## src/rtl/dpu_scan_ctrl.sv

```systemverilog
// dpu_scan_ctrl: scans the DPU through digits 3..0 with blanking between
// digits, leading-zero suppression from dout feedback, and frame-boundary
// value updates through a one-deep pending slot.
`timescale 1ns/1ps

module dpu_scan_ctrl #(
  parameter int DIG_TICKS   = 50000,
  parameter int BLANK_TICKS = 500,
  parameter int CNT_W       = 16
) (
  input  logic        clk,
  input  logic        rst_n,
  input  logic        en,
  input  logic [15:0] val_in,
  input  logic        val_valid,
  output logic        val_ready,
  output logic [15:0] dpu_din,
  output logic [1:0]  dpu_dsel,
  input  logic [7:0]  dpu_dout,
  output logic [3:0]  an,
  output logic        frame_done
);

  typedef enum logic [1:0] {
    IDLE,
    LOAD,
    BLANK,
    SHOW
  } state_t;

  localparam logic [CNT_W-1:0] BLANK_LAST = CNT_W'(BLANK_TICKS - 1);
  localparam logic [CNT_W-1:0] SHOW_LAST  = CNT_W'(DIG_TICKS - 1);

  state_t           state;
  logic [CNT_W-1:0] cnt;
  logic [15:0]      pending;
  logic             pend_full;
  logic             zflag;
  logic             load_now;
  logic             blank_digit;

  // The pending slot is drained only by a LOAD that is actually taken.
  assign load_now = (state == LOAD) && en && pend_full;

  // A non-zero digit position is dark while every higher digit was a zero.
  assign blank_digit = (dpu_dsel != 2'd0) && zflag && (dpu_dout == 8'd0);

  // Pending slot and producer handshake; draining wins over accepting.
  always_ff @(posedge clk or negedge rst_n) begin
    if (!rst_n) begin
      pending   <= 16'd0;
      pend_full <= 1'b0;
      val_ready <= 1'b1;
    end else if (load_now) begin
      pend_full <= 1'b0;
      val_ready <= 1'b1;
    end else if (val_valid && val_ready) begin
      pending   <= val_in;
      pend_full <= 1'b1;
      val_ready <= 1'b0;
    end
  end

  // Scan sequencer; the lit/blank decision is registered as the blanking
  // interval ends, so the anode pattern appears exactly on the first SHOW cycle.
  always_ff @(posedge clk or negedge rst_n) begin
    if (!rst_n) begin
      state      <= IDLE;
      cnt        <= '0;
      dpu_din    <= 16'd0;
      dpu_dsel   <= 2'd3;
      an         <= 4'hF;
      frame_done <= 1'b0;
      zflag      <= 1'b1;
    end else begin
      frame_done <= 1'b0;
      if (!en) begin
        state <= IDLE;
        an    <= 4'hF;
        cnt   <= '0;
      end else begin
        case (state)
          IDLE: begin
            an    <= 4'hF;
            cnt   <= '0;
            state <= LOAD;
          end
          LOAD: begin
            if (pend_full) begin
              dpu_din <= pending;
            end
            dpu_dsel <= 2'd3;
            zflag    <= 1'b1;
            an       <= 4'hF;
            cnt      <= '0;
            state    <= BLANK;
          end
          BLANK: begin
            if (cnt == BLANK_LAST) begin
              cnt   <= '0;
              state <= SHOW;
              if (!blank_digit) begin
                an    <= ~(4'b0001 << dpu_dsel);
                zflag <= 1'b0;
              end
            end else begin
              cnt <= cnt + CNT_W'(1);
            end
          end
          SHOW: begin
            if (cnt == SHOW_LAST) begin
              cnt <= '0;
              an  <= 4'hF;
              if (dpu_dsel != 2'd0) begin
                dpu_dsel <= dpu_dsel - 2'd1;
                state    <= BLANK;
              end else begin
                state      <= LOAD;
                frame_done <= 1'b1;
              end
            end else begin
              cnt <= cnt + CNT_W'(1);
            end
          end
          default: begin
            state <= IDLE;
            an    <= 4'hF;
          end
        endcase
      end
    end
  end

endmodule

```

## config.mk

```make
export PLATFORM = sky130hd
export DESIGN_NAME = dpu_scan_ctrl
export DESIGN_NICKNAME = d
export VERILOG_FILES = /design/src/rtl/dpu_scan_ctrl.sv
export SDC_FILE = /design/constraint.sdc
export NUM_CORES = 1
export LEC_CHECK = 0
export ABC_AREA = 1
export CAP_MARGIN = 30
export CORE_MARGIN = 3
export CORE_UTILIZATION = 40
export CTS_BUF_LIST = sky130_fd_sc_hd__clkbuf_4 sky130_fd_sc_hd__clkbuf_8
export DETAILED_ROUTE_END_ITERATION = 8
export HOLD_SLACK_MARGIN = 0.15
export PLACE_DENSITY_LB_ADDON = 0.12
export SKIP_LAST_GASP = 1
export SLEW_MARGIN = 30
export SYNTH_ARGS = -nofsm -noshare
export SYNTH_HDL_FRONTEND = slang
export SYNTH_SLANG_ARGS = --single-unit
```

## constraint.sdc

```tcl
create_clock -name clk -period 1.9 [get_ports clk]
set_input_delay 0.57 -clock clk [delete_from_list [all_inputs] [get_ports clk]]
set_output_delay 0.57 -clock clk [all_outputs]
set_load 0.01 [all_outputs]
```

Yosys cells after proc, flatten, opt, wreduce, memory -nomap -nowiden

Index checks and enable logic that the tools add are counted.
W data, S select, Z words.

Add/subtract/negate cells: 2
Equality and inequality tests: 12
Shift-type cells: 1
Mux-type cells: 28
Bitwise gates (word level): 2
Reduce and logical (&&, ||, !) cells: 18

Operator list:

| cell                    | number |
|---|---|
| $mux W16                | 3 |
| $pmux W16 S3            | 1 |
| $add A16 B1 Y16 const B | 1 |
| $eq A16 B16 Y1 const B  | 1 |
| $eq A16 B9 Y1 const B   | 1 |
| $mux W4                 | 4 |
| $mux W2                 | 6 |
| $pmux W4 S3             | 1 |
| $mux W1                 | 10 |
| $ne A3 B3 Y1 const B    | 3 |
| $logic_not A8 Y1        | 1 |
| $ne A2 B2 Y1 const B    | 4 |
| $pmux W2 S4             | 1 |
| $reduce_and A4 Y1       | 2 |
| $reduce_bool A2 Y1      | 4 |
| $reduce_and A3 Y1       | 2 |
| $logic_and A1 B1 Y1     | 5 |
| $eq A2 B2 Y1 const B    | 2 |
| $not A4 Y4              | 1 |
| $pmux W2 S2             | 1 |
| $reduce_and A2 Y1       | 2 |
| $shl A1 B2 Y4 const A   | 1 |
| $eq A2 B1 Y1 const B    | 1 |
| $logic_not A2 Y1        | 1 |
| other kinds (4)         | 4 |

Register bits after elaboration: 60
Input bits: 28
Output and inout bits: 24
Word-level logic and storage cells: 73

Logic depth before layout (Yosys ltp)

Gate-level depths: netlist of the first run.

Depth in word-level cells: 7
Depth in mapped cells: 11
Depth with buffers taken out: 11

Least setup slack after synthesis of the first run

OpenSTA, ideal clock, no wires.

Path kind: reg2reg
Start point: register dpu_dsel[0]
End point: register an[0]
Library setup time: 0.061 ns
Arrival time: 1.486 ns
Data required time: 1.839 ns
Path slack: 0.353 ns
Stages on the path, launching flop included: 10
Buffers on the path: 0
Clock period less this slack: 1.547 ns
Cell sequence: dfstp_2 > inv_1 > ha_1 > nor2_1 > nand2_1 > nor2_1 > nand3_1 > nand3_1 > nand3_1 > nand2_1

Word-level cells in the longest chain between the ends: 6
Elaborated cells between the ends (all ways): 11
Classes of those cells: eq/ne: 1; shift: 1; mux: 4; bitwise: 1; reduce/logical: 4

RTL lines:

| item                   | RTL line | text |
|---|---|---|
| from (decl)            | 18       | `output logic [1:0] dpu_dsel,` |
| from (signal assigned) | 115      | `dpu_dsel <= dpu_dsel - 2'd1;` |
| $shl A1 B2 Y4          | 103      | `an <= ~(4'b0001 << dpu_dsel);` |
| $not A4 Y4             | 103      |  |
| $mux W4                | 102      | `if (!blank_digit) begin` |
| $mux W4                | 99       | `if (cnt == BLANK_LAST) begin` |
| $pmux W4 S3            | 82       | `case (state)` |
| $mux W4                | 77       | `if (!en) begin` |
| to (signal assigned)   | 103      |  |
| to (decl)              | 20       | `output logic [3:0] an,` |

Several ways; a longest one is shown, not always the timed one. The select of a mux whose other input is x is not followed.
A chain may end at the register's enable or synchronous reset.

Worst setup path after layout of the first run

Start point: register dpu_din[11]
End point: output port dpu_din[11]

RTL lines:

| item                   | RTL line | text |
|---|---|---|
| from (decl)            | 17       | `output logic [15:0] dpu_din,` |
| from (signal assigned) | 90       | `dpu_din <= pending;` |

No word-level cell between the ends.

==> metrics, run 1 <==
RSZ-0062 raised after global routing=false; routed wire length=a little under 6 mm; CP arrival=roughly 1.3 ns; Tot GR Track Use=0.161; DRT iter0 DRCs=80; post-synth top area cell=dfrtp_1; placed cells=512; outcome=completed; CP Max Fanout=2; initial core utilization=0.418; number of flops mapped to enable cells by yosys=0; CP Data Required Time=between 1 and 1.5 ns; Layout area overhead=29.6%; Slowest cell on crit path=clkdlybuf4s50_1; port bufs=51; flops & latches, synth=60; Worst setup SP type=flop; I/O Pins=52; Top FF cell, synth=dfrtp_1; Syn. warnings=0; Vias=roughly 2400; Mapped Cells=364; Seq/Total Area, Yosys=0.527; Clock Pin Slew Worst Setup and Hold Paths=around 0.070 ns; mean post-synth cell area=a little under 8 µm²; FFs w/ async S/R, synth=1.00; CTS sink cnt=60; largest net degree at the start of global routing=35; Pwr Density=between 1000 and 1500 nW/µm²; maxcap violations=0; core area=6870 µm²; Slew headroom=0.719; biggest cell delay along the critical path=about 0.55 ns; ranking of synthesized cells by area=dfrtp_1, nand2_1, dfstp_2; CP top delay family=buffers and inverters; clock skew=about 0.010 ns; leak pwr=about 1.8 nW; worst reg2reg setup slack=between 0.2 and 0.25 ns; post-synth top area share=0.453; DRC violations left=0; Hold WS=approximately 0.46 ns; worst slew pin tran=about 0.42 ns; DPL Wire Length=between 4 and 5 mm; Num CTS Buffers=9; final setup TNS=0 ns; Final Cycle Share=0.964; Min-Delay Path Class=reg2reg; fmax=~0.55 GHz; post-place setup slack=-0.0174 ns; fin cells=~530; Syn Std Cell Area=approximately 2900 µm²; Std-Cell Rows=30; final hold vios=0; Final WS setup=slightly below 0.07 ns; ANT nets after route=0; CTS H-tree lvls=3; TritonCTS clock tree=built; most common cell in the netlist=nand2_1; FILL cells=about 700; Vert. Die Dim=slightly above 90 µm; n_diodes=0; RePlAce Congestion=between 0.8 and 0.9; die area=8230 µm²; Tmin final=1.83 ns; WL per Instance=~11 µm; Yosys cell types=24; antenna violations before repair=0; Root Buffer=clkbuf_8; clk buf depth=2; clk_lat worst skew=around 0.34 ns; Setup CP Type=reg2out; peak supply drop=around 0.00073 V; first-pass GRT wire length=approximately 11 mm; drt pass-1 iters=4; Final #Nets=461; total grt overflow=0; vias in the first global route=around 2400; crit end category=primary output; CP bufs+invs=1; total power=approximately 4.5 mW; critical path cell sequence=clkdlybuf4s50_1; endpoints failing setup=0; layout cell share with drive strength beyond 1=0.102; DIE WIDTH=approximately 91 µm; Max Slew Vio Count=0; top cells by count, synth=nand2_1, dfrtp_1, nor2_1; Via-to-Cell Ratio=roughly 4.6; Syn Nets=about 400
-- area by class of cell --
class / count / area [µm²] / area share
flip-flops and latches: 60 / 1510 / 0.406
multi-input cells: 245 / 1120 / 0.302
repair buffers: 61 / 599 / 0.161
inverters: 51 / 191 / 0.0515
clock buffers: 9 / 124 / 0.0333
well taps: 96 / 120 / 0.0323
clock inverters: 7 / 51.3 / 0.0138
-- routing by layer --
layer | track usage | part of all wire | routed length (µm)
met1 | 0.203 | 0.48 | 2830
met2 | 0.251 | 0.45 | 2670
met3 | 0.0683 | 0.061 | 362
met4 | 0.0446 | 0.012 | 74
met5 | 0 | 0 | 0
-- final timing paths --
| check | startpoint | end | depth (start not counted) |
|---|---|---|---|
| max | dpu_din[11]$_DFFE_PN0P_ | dpu_din[11] | 1 |
| min | cnt[0]$_DFF_PN0_ | cnt[0]$_DFF_PN0_ | 1 |
| max reg2reg | dpu_dsel[0]$_DFFE_PN1P_ | an[2]$_DFFE_PN1P_ | 9 |
| min reg2reg | cnt[0]$_DFF_PN0_ | cnt[0]$_DFF_PN0_ | 1 |
| max in group asynchronous | rst_n | dpu_dsel[0]$_DFFE_PN1P_ | 3 |
| min in group asynchronous | rst_n | cnt[15]$_DFF_PN0_ | 2 |
-- sequential cells by signal, indices dropped and copies added, names as in the netlist --
| signal | count |
|---|---|
| cnt | 16 |
| dpu_din | 16 |
| an | 4 |
| state | 2 |
| val_ready | 1 |
| pending | 16 |
| dpu_dsel | 2 |
| pend_full | 1 |
| frame_done | 1 |
| zflag | 1 |
-- cells in the final DEF (no fill, tap or decap), types with 2 or more instances in the layout --
cell             instances
dfstp_2                  8
nor3_1                   8
o21ai_0                 24
nand3_1                 20
clkdlybuf4s50_1         43
buf_12                   2
clkinv_4                 2
nand2_1                106
nand4_1                  9
clkinvlp_4               2
ha_1                     5
nand2_2                  3
clkbuf_8                 9
inv_1                   49
nor2_1                  51
clkinv_2                 2
a21oi_1                  9
dlygate4sd2_1            7
xor2_1                   2
buf_4                    7
inv_2                    2
dfrtp_1                 52
nand3_2                  2
xnor2_1                  2
-- metrics by stage --
stage                util  cell area [µm²]
finish              0.542             3720
global route        0.542             3720
CTS                 0.542             3720
detailed placement  0.516             3540
global placement    0.516             3540
floorplan               -             2870
-- where the power goes --
part           internal, mW  leakage (nW)  switching (mW)  total [mW]
Combinational         0.714         0.983           0.817        1.53
Sequential             1.75         0.748           0.252        2.00
Clock                 0.476        0.0856           0.533        1.01
-- cell families (layout without fill, tap and decap cells) --
logic type                 Yosys count  count (layout)  share of synthesized area
adders and majority gates            5               5                     0.0218
DFF                                 60              60                      0.527
buffers and inverters               59             128                     0.0824
and+or+nand+nor                    203             203                      0.299
xor gates and xnor gates             4               4                     0.0122
AOI/OAI and AO/OA                   33              33                     0.0575
-- repair_timing --
| action | CTS | global route |
|---|---|---|
| buffers inserted | 0 | 0 |
| endpoints found under the setup margin | 7 | 0 |
| hold buffers | 1 | 0 |
| hold endpoints to repair | 9 | 0 |
| gates resized for setup | 7 | 0 |
No activity file was read; power rests on OpenSTA's default activity.
==> inputs of run 2 (changes only) <==
MAX_ROUTING_LAYER = met4   (was not set)
==> run 2 against run 1 <==
Against the previous run:
- count of clock-buffer cells in the layout stayed put
- combinational power hardly changed
- worst hold slack stayed put
- via count is 0.12% higher
- clock skew is 0.0013 ns lower
- sequential share of layout area stayed put
- critical path depth stayed put
- sequential power hardly changed
- worst setup slack hardly changed
- largest power group unchanged
==> metrics, run 2 (synthesis gave the netlist of run 1 again) <==
CP Max Fanout=2; post-place setup slack=-0.0174 ns; CTS H-tree lvls=3; endpoints failing setup=0; RePlAce Congestion=between 0.8 and 0.9; Num CTS Buffers=9; Final Cycle Share=0.964; DPL Wire Length=about 4.4 mm; clk buf depth=2; Worst setup SP type=flop; CP top delay family=buffers and inverters; Tmin final=1.83 ns; critical path cell sequence=clkdlybuf4s50_1; outcome=completed; leading cell type in the layout, fill and taps excluded=nand2_1; CP Data Required Time=1.33 ns; Min-Delay Path Class=reg2reg; CP bufs+invs=1; peak supply drop=between 0.0007 and 0.0008 V; total grt overflow=0; initial core utilization=0.418; Tot GR Track Use=0.165; worst slew pin tran=about 0.42 ns; clk_lat worst skew=~0.34 ns; routed wire length=roughly 5.9 mm; Slowest cell on crit path=clkdlybuf4s50_1; FILL cells=slightly below 700; Via-to-Cell Ratio=between 4 and 5; Final WS setup=0.0693 ns; Pwr Density=between 1000 and 1500 nW/µm²; crit end category=primary output; Max Slew Vio Count=0; RSZ-0062 raised after global routing=false; largest net degree at the start of global routing=35; CP arrival=between 1 and 1.5 ns; CTS sink cnt=60; Final #Nets=461; placed cells=approximately 510; fin cells=529; biggest regs=cnt (16), dpu_din (16), pending (16); core area=6870 µm²; DRT iter0 DRCs=89; ANT nets after route=0; DRC violations left=0; Vias=between 2000 and 2500; leak pwr=between 1.5 and 2 nW; n_diodes=0; Multi-input gate area=between 1000 and 1500 µm²; Setup CP Type=reg2out; area taken by flip-flops and latches=between 1500 and 2000 µm²; TritonCTS clock tree=built; antenna violations before repair=0; fmax=0.546 GHz; layout cell share with drive strength beyond 1=0.102; first-pass GRT wire length=around 11 mm; final hold vios=0; most frequent cells in the layout=nand2_1, dfrtp_1, nor2_1; DIE WIDTH=about 91 µm; port bufs=between 50 and 60; biggest cell delay along the critical path=0.55 ns; maxcap violations=0; Root Buffer=clkbuf_8; Clock Pin Slew Worst Setup and Hold Paths=0.07 ns; Layout area overhead=29.6%; vias in the first global route=around 2400; Slew headroom=0.719; I/O Pins=between 50 and 60; WL per Instance=11.2 µm; die area=~8200 µm²; Std-Cell Rows=30; Vert. Die Dim=around 91 µm; drt pass-1 iters=4; final setup TNS=0 ns; clock skew=between 0.008 and 0.009 ns
## run 2: repair_timing
action	4_1_cts	5_1_grt
gates resized for setup	7	0
setup endpoints to repair	7	0
hold buffers	1	0
endpoints found under the hold margin	9	0
setup buffers	0	0
## run 2: stage by stage
step / power (mW) / cell area, µm² / util / hold WS, ns
after global placement: 3.59 / 3540 / 0.516 / 0.450
after floorplan: 2.87 / 2870 / - / 0.274
after CTS: 4.62 / 3720 / 0.542 / 0.467
final: 4.55 / 3720 / 0.542 / 0.460
after detailed placement: 3.62 / 3540 / 0.516 / 0.456
after global routing: 4.94 / 3720 / 0.542 / 0.485
## run 2: report_power, final
group          total [mW]  switching (mW)  internal (mW)
clock network        1.01           0.534          0.476
logic                1.53           0.818          0.714
registers            2.00           0.253           1.75
total                4.55            1.60           2.94
## run 2: worst paths after layout
check	slack (ns)	cells after the start	from	to
setup / recovery	0.07	1	dpu_din[11]$_DFFE_PN0P_	dpu_din[11]
hold / removal	0.46	1	cnt[0]$_DFF_PN0_	cnt[0]$_DFF_PN0_
setup reg to reg	0.21	9	dpu_dsel[0]$_DFFE_PN1P_	an[2]$_DFFE_PN1P_
hold reg to reg	0.46	1	cnt[0]$_DFF_PN0_	cnt[0]$_DFF_PN0_
max in group asynchronous	0.67	3	rst_n	dpu_dsel[0]$_DFFE_PN1P_
min in group asynchronous	0.67	2	rst_n	cnt[15]$_DFF_PN0_
## run 2: layer usage
| metal | vias to the layer above | global-route usage | share of wire |
|---|---|---|---|
| li1 | 1260 | - | - |
| met1 | 1105 | 0.205 | 0.49 |
| met4 | 0 | 0.0446 | 0.0081 |
| met2 | 54 | 0.251 | 0.45 |
| met3 | 8 | 0.0658 | 0.056 |
| met5 | - | - | 0 |
## run 2: final cells by class
type | instances | area share
timing repair buffer | 61 | 0.161
clock buffer | 9 | 0.0333
clock inverter | 7 | 0.0138
inverter | 51 | 0.0515
multi-input combinational | 245 | 0.302
sequential | 60 | 0.406
tap | 96 | 0.0323
